<file path="src/rtl/rbi_ring_inject_node_if.sv">
// Ring slot, local request and local response signals of one ring inject node.
// The node itself takes the slave view; the environment takes the master view.
interface rbi_ring_inject_node_if;
  logic [15:0]  ringSeqIn;
  logic [15:0]  ringOpmIn;
  logic [47:0]  ringAddrIn;
  logic [127:0] ringDataIn;
  logic [15:0]  ringSeqOut;
  logic [15:0]  ringOpmOut;
  logic [47:0]  ringAddrOut;
  logic [127:0] ringDataOut;
  logic [7:0]   unitNodeId;
  logic         reqValid;
  logic         reqReady;
  logic [7:0]   reqSeqLo;
  logic [15:0]  reqOpm;
  logic [47:0]  reqAddr;
  logic [127:0] reqData;
  logic         rspValid;
  logic         rspReady;
  logic [15:0]  rspSeq;
  logic [15:0]  rspOpm;
  logic [47:0]  rspAddr;
  logic [127:0] rspData;
  logic         starveFlag;

  modport slave (
    input  ringSeqIn, ringOpmIn, ringAddrIn, ringDataIn,
    input  unitNodeId,
    input  reqValid, reqSeqLo, reqOpm, reqAddr, reqData,
    input  rspReady,
    output ringSeqOut, ringOpmOut, ringAddrOut, ringDataOut,
    output reqReady,
    output rspValid, rspSeq, rspOpm, rspAddr, rspData,
    output starveFlag
  );

  modport master (
    output ringSeqIn, ringOpmIn, ringAddrIn, ringDataIn,
    output unitNodeId,
    output reqValid, reqSeqLo, reqOpm, reqAddr, reqData,
    output rspReady,
    input  ringSeqOut, ringOpmOut, ringAddrOut, ringDataOut,
    input  reqReady,
    input  rspValid, rspSeq, rspOpm, rspAddr, rspData,
    input  starveFlag
  );
endinterface

</file>
<file path="src/rtl/rbi_ring_inject_node.sv">
// Ring node upstream of the L2 segment: one register stage per slot, captures own responses,
// injects queued local requests into empty or freed slots, flags prolonged injection starvation.
module rbi_ring_inject_node #(
  parameter int unsigned DEPTH      = 4,
  parameter int unsigned STARVE_LIM = 64
) (
  input logic                   clock,
  input logic                   reset,
  rbi_ring_inject_node_if.slave bus
);

  localparam int unsigned PtrW = (DEPTH > 1) ? $clog2(DEPTH) : 1;
  localparam int unsigned CntW = $clog2(DEPTH) + 1;

  typedef struct packed {
    logic [7:0]   seq_lo;
    logic [15:0]  opm;
    logic [47:0]  addr;
    logic [127:0] data;
  } req_t;

  typedef struct packed {
    logic [15:0]  seq;
    logic [15:0]  opm;
    logic [47:0]  addr;
    logic [127:0] data;
  } msg_t;

  req_t            mem_q [DEPTH];
  req_t            req_in;
  req_t            head;
  logic [PtrW-1:0] wr_ptr_q, wr_ptr_d;
  logic [PtrW-1:0] rd_ptr_q, rd_ptr_d;
  logic [CntW-1:0] count_q, count_d;
  logic            ready_q;

  msg_t            ring_in;
  msg_t            ring_q, ring_d;
  msg_t            rsp_q, rsp_d;
  logic            rsp_valid_q, rsp_valid_d;

  logic [7:0]      starve_q, starve_d;
  logic            starve_flag_q;

  logic            own_rsp;
  logic            empty_slot;
  logic            capture;
  logic            slot_free;
  logic            queue_nonempty;
  logic            inject;
  logic            push;

  assign ring_in = {bus.ringSeqIn, bus.ringOpmIn, bus.ringAddrIn, bus.ringDataIn};
  assign req_in  = {bus.reqSeqLo, bus.reqOpm, bus.reqAddr, bus.reqData};
  assign head    = mem_q[rd_ptr_q];

  // Slot classification and per-cycle priority: capture, forward, inject, pass through.
  always_comb begin
    own_rsp        = (bus.ringOpmIn[7:6] == 2'b01) && (bus.ringOpmIn[7:0] != 8'h00) &&
                     (bus.ringSeqIn[15:8] == bus.unitNodeId);
    empty_slot     = (bus.ringOpmIn[7:0] == 8'h00);
    capture        = own_rsp && (!rsp_valid_q || bus.rspReady);
    slot_free      = empty_slot || capture;
    queue_nonempty = (count_q != '0);
    inject         = slot_free && queue_nonempty;
    push           = bus.reqValid && ready_q;
  end

  always_comb begin
    ring_d = ring_in;
    if (inject) begin
      ring_d = {bus.unitNodeId, head.seq_lo, head.opm, head.addr, head.data};
    end else if (capture) begin
      ring_d = '0;
    end
  end

  always_comb begin
    rsp_d       = rsp_q;
    rsp_valid_d = rsp_valid_q;
    if (capture) begin
      rsp_d       = ring_in;
      rsp_valid_d = 1'b1;
    end else if (rsp_valid_q && bus.rspReady) begin
      rsp_d       = '0;
      rsp_valid_d = 1'b0;
    end
  end

  // Pointers wrap naturally because DEPTH is a power of two.
  always_comb begin
    wr_ptr_d = wr_ptr_q;
    rd_ptr_d = rd_ptr_q;
    count_d  = count_q;
    if (push) begin
      wr_ptr_d = wr_ptr_q + 1'b1;
    end
    if (inject) begin
      rd_ptr_d = rd_ptr_q + 1'b1;
    end
    unique case ({push, inject})
      2'b10:   count_d = count_q + 1'b1;
      2'b01:   count_d = count_q - 1'b1;
      default: count_d = count_q;
    endcase
  end

  always_comb begin
    starve_d = '0;
    if (queue_nonempty && !inject) begin
      starve_d = (starve_q == 8'hFF) ? starve_q : starve_q + 8'd1;
    end
  end

  always_ff @(posedge clock or negedge reset) begin
    if (!reset) begin
      ring_q        <= '0;
      rsp_q         <= '0;
      rsp_valid_q   <= 1'b0;
      wr_ptr_q      <= '0;
      rd_ptr_q      <= '0;
      count_q       <= '0;
      ready_q       <= 1'b0;
      starve_q      <= '0;
      starve_flag_q <= 1'b0;
    end else begin
      ring_q        <= ring_d;
      rsp_q         <= rsp_d;
      rsp_valid_q   <= rsp_valid_d;
      wr_ptr_q      <= wr_ptr_d;
      rd_ptr_q      <= rd_ptr_d;
      count_q       <= count_d;
      // Ready follows the registered count, so a full queue refuses even while it dequeues.
      ready_q       <= (count_d < CntW'(DEPTH));
      starve_q      <= starve_d;
      starve_flag_q <= (starve_d >= 8'(STARVE_LIM));
    end
  end

  // Storage needs no reset: entries are only read once the count says they were written.
  always_ff @(posedge clock) begin
    if (push) begin
      mem_q[wr_ptr_q] <= req_in;
    end
  end

  assign bus.ringSeqOut  = ring_q.seq;
  assign bus.ringOpmOut  = ring_q.opm;
  assign bus.ringAddrOut = ring_q.addr;
  assign bus.ringDataOut = ring_q.data;
  assign bus.reqReady    = ready_q;
  assign bus.rspValid    = rsp_valid_q;
  assign bus.rspSeq      = rsp_q.seq;
  assign bus.rspOpm      = rsp_q.opm;
  assign bus.rspAddr     = rsp_q.addr;
  assign bus.rspData     = rsp_q.data;
  assign bus.starveFlag  = starve_flag_q;

endmodule
</file>
<file path="src/flat_wrapper.sv">
// flat-port wrapper written by rule: the top's interface ports become plain ports
module rbi_ring_inject_node_flat 
#(
  parameter int unsigned DEPTH      = 4,
  parameter int unsigned STARVE_LIM = 64
)
  (clock, reset, bus_ringSeqIn, bus_ringOpmIn, bus_ringAddrIn, bus_ringDataIn, bus_unitNodeId, bus_reqValid, bus_reqSeqLo, bus_reqOpm, bus_reqAddr, bus_reqData, bus_rspReady, bus_ringSeqOut, bus_ringOpmOut, bus_ringAddrOut, bus_ringDataOut, bus_reqReady, bus_rspValid, bus_rspSeq, bus_rspOpm, bus_rspAddr, bus_rspData, bus_starveFlag);
  rbi_ring_inject_node_if bus_i ();
  input logic clock;
  input logic reset;
  input wire logic [$bits(bus_i.ringSeqIn)-1:0] bus_ringSeqIn;
  input wire logic [$bits(bus_i.ringOpmIn)-1:0] bus_ringOpmIn;
  input wire logic [$bits(bus_i.ringAddrIn)-1:0] bus_ringAddrIn;
  input wire logic [$bits(bus_i.ringDataIn)-1:0] bus_ringDataIn;
  input wire logic [$bits(bus_i.unitNodeId)-1:0] bus_unitNodeId;
  input wire logic [$bits(bus_i.reqValid)-1:0] bus_reqValid;
  input wire logic [$bits(bus_i.reqSeqLo)-1:0] bus_reqSeqLo;
  input wire logic [$bits(bus_i.reqOpm)-1:0] bus_reqOpm;
  input wire logic [$bits(bus_i.reqAddr)-1:0] bus_reqAddr;
  input wire logic [$bits(bus_i.reqData)-1:0] bus_reqData;
  input wire logic [$bits(bus_i.rspReady)-1:0] bus_rspReady;
  output wire logic [$bits(bus_i.ringSeqOut)-1:0] bus_ringSeqOut;
  output wire logic [$bits(bus_i.ringOpmOut)-1:0] bus_ringOpmOut;
  output wire logic [$bits(bus_i.ringAddrOut)-1:0] bus_ringAddrOut;
  output wire logic [$bits(bus_i.ringDataOut)-1:0] bus_ringDataOut;
  output wire logic [$bits(bus_i.reqReady)-1:0] bus_reqReady;
  output wire logic [$bits(bus_i.rspValid)-1:0] bus_rspValid;
  output wire logic [$bits(bus_i.rspSeq)-1:0] bus_rspSeq;
  output wire logic [$bits(bus_i.rspOpm)-1:0] bus_rspOpm;
  output wire logic [$bits(bus_i.rspAddr)-1:0] bus_rspAddr;
  output wire logic [$bits(bus_i.rspData)-1:0] bus_rspData;
  output wire logic [$bits(bus_i.starveFlag)-1:0] bus_starveFlag;
  assign bus_i.ringSeqIn = bus_ringSeqIn;
  assign bus_i.ringOpmIn = bus_ringOpmIn;
  assign bus_i.ringAddrIn = bus_ringAddrIn;
  assign bus_i.ringDataIn = bus_ringDataIn;
  assign bus_i.unitNodeId = bus_unitNodeId;
  assign bus_i.reqValid = bus_reqValid;
  assign bus_i.reqSeqLo = bus_reqSeqLo;
  assign bus_i.reqOpm = bus_reqOpm;
  assign bus_i.reqAddr = bus_reqAddr;
  assign bus_i.reqData = bus_reqData;
  assign bus_i.rspReady = bus_rspReady;
  assign bus_ringSeqOut = bus_i.ringSeqOut;
  assign bus_ringOpmOut = bus_i.ringOpmOut;
  assign bus_ringAddrOut = bus_i.ringAddrOut;
  assign bus_ringDataOut = bus_i.ringDataOut;
  assign bus_reqReady = bus_i.reqReady;
  assign bus_rspValid = bus_i.rspValid;
  assign bus_rspSeq = bus_i.rspSeq;
  assign bus_rspOpm = bus_i.rspOpm;
  assign bus_rspAddr = bus_i.rspAddr;
  assign bus_rspData = bus_i.rspData;
  assign bus_starveFlag = bus_i.starveFlag;
  rbi_ring_inject_node #(.DEPTH(DEPTH), .STARVE_LIM(STARVE_LIM)) u_core (.clock(clock), .reset(reset), .bus(bus_i));
endmodule
</file>
<file path="config.mk">
export PLATFORM = sky130hd
export DESIGN_NAME = rbi_ring_inject_node_flat
export DESIGN_NICKNAME = d
export VERILOG_FILES = /design/src/rtl/rbi_ring_inject_node_if.sv /design/src/rtl/rbi_ring_inject_node.sv /design/src/flat_wrapper.sv
export SDC_FILE = /design/constraint.sdc
export NUM_CORES = 1
export LEC_CHECK = 0
export ABC_AREA = 1
export CAP_MARGIN = 15
export CORE_AREA = 8 8 320 322
export CTS_BUF_LIST = sky130_fd_sc_hd__clkbuf_16
export DETAILED_ROUTE_END_ITERATION = 16
export DIE_AREA = 0 0 328 330
export PLACE_DENSITY_LB_ADDON = 0.25
export SLEW_MARGIN = 20
export SYNTH_ARGS = -nofsm -noshare
export SYNTH_HDL_FRONTEND = slang
export SYNTH_SLANG_ARGS = --single-unit
export TNS_END_PERCENT = 10
</file>
<file path="constraint.sdc">
create_clock -name clock -period 11.95 [get_ports clock]
set_input_delay 2.9875 -clock clock [delete_from_list [all_inputs] [get_ports clock]]
set_output_delay 2.9875 -clock clock [all_outputs]
set_load 0.01 [all_outputs]
</file>
==> metrics <==
final antenna-violating net count=0; root cell of the clock tree=clkbuf_16; first-pass GRT wire length=211 mm; number of remaining DRC errors=0; min Tclk post-route=6690 ps; initial antenna violation count=42; Hold Path Class=reg2reg; most numerous cell in the Yosys netlist=edfxtp_1; skew final=35.3 ps; number of CTS-inserted buffers=130; commonest cells in the netlist=edfxtp_1, o21ai_0, dfrtp_1; Post-CTS Setup Bufs=0; hold-fix buffers at CTS=0; critical path data arrival time=7320 ps; Mapped Cells=3914; Yosys cell types=32; Clock Pin Slew Worst Setup and Hold Paths=60 ps; GRT Util Overall=25.5%; PwrDens=160 nW/um^2; RR Endpoint=u_core.bus.rspData[92]; I/O Buffers=838; Core Util, Final=62.9%; die width=328 um; vias in the first global route=33.1k; Synth Cell Area=48300 sq um; Fmax achieved=0.149 GHz; critical-path cell list=clkdlybuf4s50_1 -> inv_1 -> or2_0 -> nand3_1 -> nor2_1 -> nand3_4 -> buf_4 -> buf_12 -> buf_4 -> nand3_1 -> o21ai_1; Slew Limit Headroom=24.9%; die footprint=108000 sq um; layout cell share with drive strength beyond 1=5.04%; status=finished clean; FF+latch count, synth=1234; Hold Slack=503 ps; hpwl dp=92.0 mm; Worst IR Drop VDD=122 uV; leakage power=23.2 nW; Worst EP required=12570 ps; most common flop cell mapped by yosys=edfxtp_1; Routed WL per cell=23.9 um; Critical Path Sink=u_core.bus.rspData[92]; r2r setup slk=7890 ps; Final period util=56.0%; Crit Path Max Fanout=181; final setup fails=0; Worst Setup SP=bus_ringSeqIn[9]; GR Overflow Total=0; final wirelength=145 mm; Syn. warnings=0; EDFF count, synth=800; CP Capture Type=flip-flop; Core Footprint=97400 sq um; Vias=33.9k; syn nets=4341; Pins Over Slew Limit=0; RSZ-0062 raised after global routing=no; I/O pins=839; worst reg-to-reg path cell count=7; Syn Area/Cell=12.3 sq um; Max Cap Violations=0; Die H=330 um; top cells by area, synth=edfxtp_1, dfrtp_1, o21ai_0; worst slew pin tran=1130 ps; largest area contributor in the netlist=edfxtp_1; nets=5047; vias per inst=5.61; clk_lat worst skew=730 ps; critical path class=in2reg; CTS tree=done; H-tree depth=4; slowest stage delay, CP=950 ps; critical path's slowest cell=buf_4; area of the multi-input gates=10800 sq um; largest net degree at the start of global routing=182; Layout area overhead=26.9%; gp weighted congestion=0.884; CTS Sinks=1234; startpoint class of the critical path=input pin; TNS Setup=0 ps; Clock Path Buffers=3; FILL cells=7362; register area=34900 sq um; CTS resizes=0; FP Rows=115; total chip power=0.00980 W; Synth top area share=49.8%; fraction of registers with async set/reset=35.2%; Final Hold Fails=0; post-synthesis sequential area ratio=72.3%; Initial DRC Count=3189; Starting Density=49.5%; First-pass DRT Iterations=5; reg2reg start=u_core.bus.rspValid
-- kinds of logic (layout without fill, tap and decap cells) --
kind of cell	count (synthesis)	count (layout)	synth area share [%]
flip-flops	1234	1234	72.3
AND/OR/NAND/NOR	1102	1102	9.73
AO/OA/AOI/OAI	1016	1016	12.1
buffers and inverters	544	1355	5.47
XOR/XNOR	10	10	0.182
adder cells (fa/ha/maj)	7	7	0.197
multiplexers	1	1	0.0233
other	0	33	0
-- stage by stage --
stage               cells  cell area, sq um  setup WS [ps]
floorplan            3914             48300           -278
global placement     5775             57000           4860
detailed placement   5775             57000           4830
CTS                  6012             61200           5500
global route         6042             61200           5110
finish               6045             61200           5260
-- metal layers --
| metal | global-route usage, % | wire length (um) |
|---|---|---|
| met3 | 6.53 | 10700 |
| met1 | 32.5 | 57600 |
| met2 | 41.7 | 71800 |
| met5 | 0 | 88 |
| met4 | 10.4 | 4640 |
-- worst min-delay path by stage --
stage / startpoint / cells after the start / end / slack, ps
2_1_floorplan: u_core.count_q[0] / 1 / u_core.count_q[0] / 500
3_3_place_gp: u_core.bus.rspOpm[6] / 2 / u_core.bus.rspOpm[6] / 470
3_5_place_dp: u_core.bus.rspOpm[6] / 2 / u_core.bus.rspOpm[6] / 470
4_1_cts: u_core.bus.rspOpm[6] / 2 / u_core.bus.rspOpm[6] / 490
5_1_grt: u_core.bus.rspOpm[6] / 2 / u_core.bus.rspOpm[6] / 520
6_report: u_core.bus.rspOpm[6] / 2 / u_core.bus.rspOpm[6] / 500
-- flip-flops by register name, summed over array words and instances, names as in the netlist, named ones only --
register,count
u_core.bus.rspAddr,48
u_core.bus.ringOpmOut,16
u_core.wr_ptr_q,2
u_core.mem_q,800
u_core.rd_ptr_q,2
u_core.count_q,2
u_core.bus.rspOpm,16
u_core.bus.starveFlag,1
u_core.bus.rspValid,1
u_core.bus.rspData,128
u_core.bus.ringAddrOut,48
u_core.bus.rspSeq,16
u_core.bus.ringDataOut,128
u_core.bus.reqReady,1
u_core.bus.ringSeqOut,16
u_core.starve_q,8
-- final cells by class --
type                       count  area share (%)
tap                         1287            2.63
clock inverter               100            1.20
timing repair buffer         887            14.4
multi-input combinational   2136            17.6
antenna                       33           0.135
clock buffer                 137            5.60
inverter                     231            1.45
sequential                  1234            57.0
-- cells in the final DEF, fill, tap and decap left out, drive strengths merged --
cell type      instances
clkbuf               137
bufinv                11
nor2                 420
or2                    2
inv                  273
edfxtp               800
a21oi                  7
nand3                422
mux2                   1
o21ai                609
and3                   1
diode                 33
nor4                   2
clkinvlp               5
clkinv                42
dfrtp                434
fa                     1
o211ai               200
o22ai                200
nand2                252
xor2                   7
nor3                   3
buf                   50
ha                     6
xnor2                  3
clkdlybuf4s50        837
-- where the power goes --
| group | internal [W] | total [W] | switching [W] |
|---|---|---|---|
| Combinational | 0.000475 | 0.00115 | 0.000674 |
| Clock | 0.00230 | 0.00392 | 0.00162 |
| Sequential | 0.00466 | 0.00472 | 0.0000606 |
-- critical path: cells and delay by family --
family,cells,cell delay [ps]
simple gates,5,1030
buf+inv,5,2710
compound gates,1,170
Power figures use the tool's default switching activity.
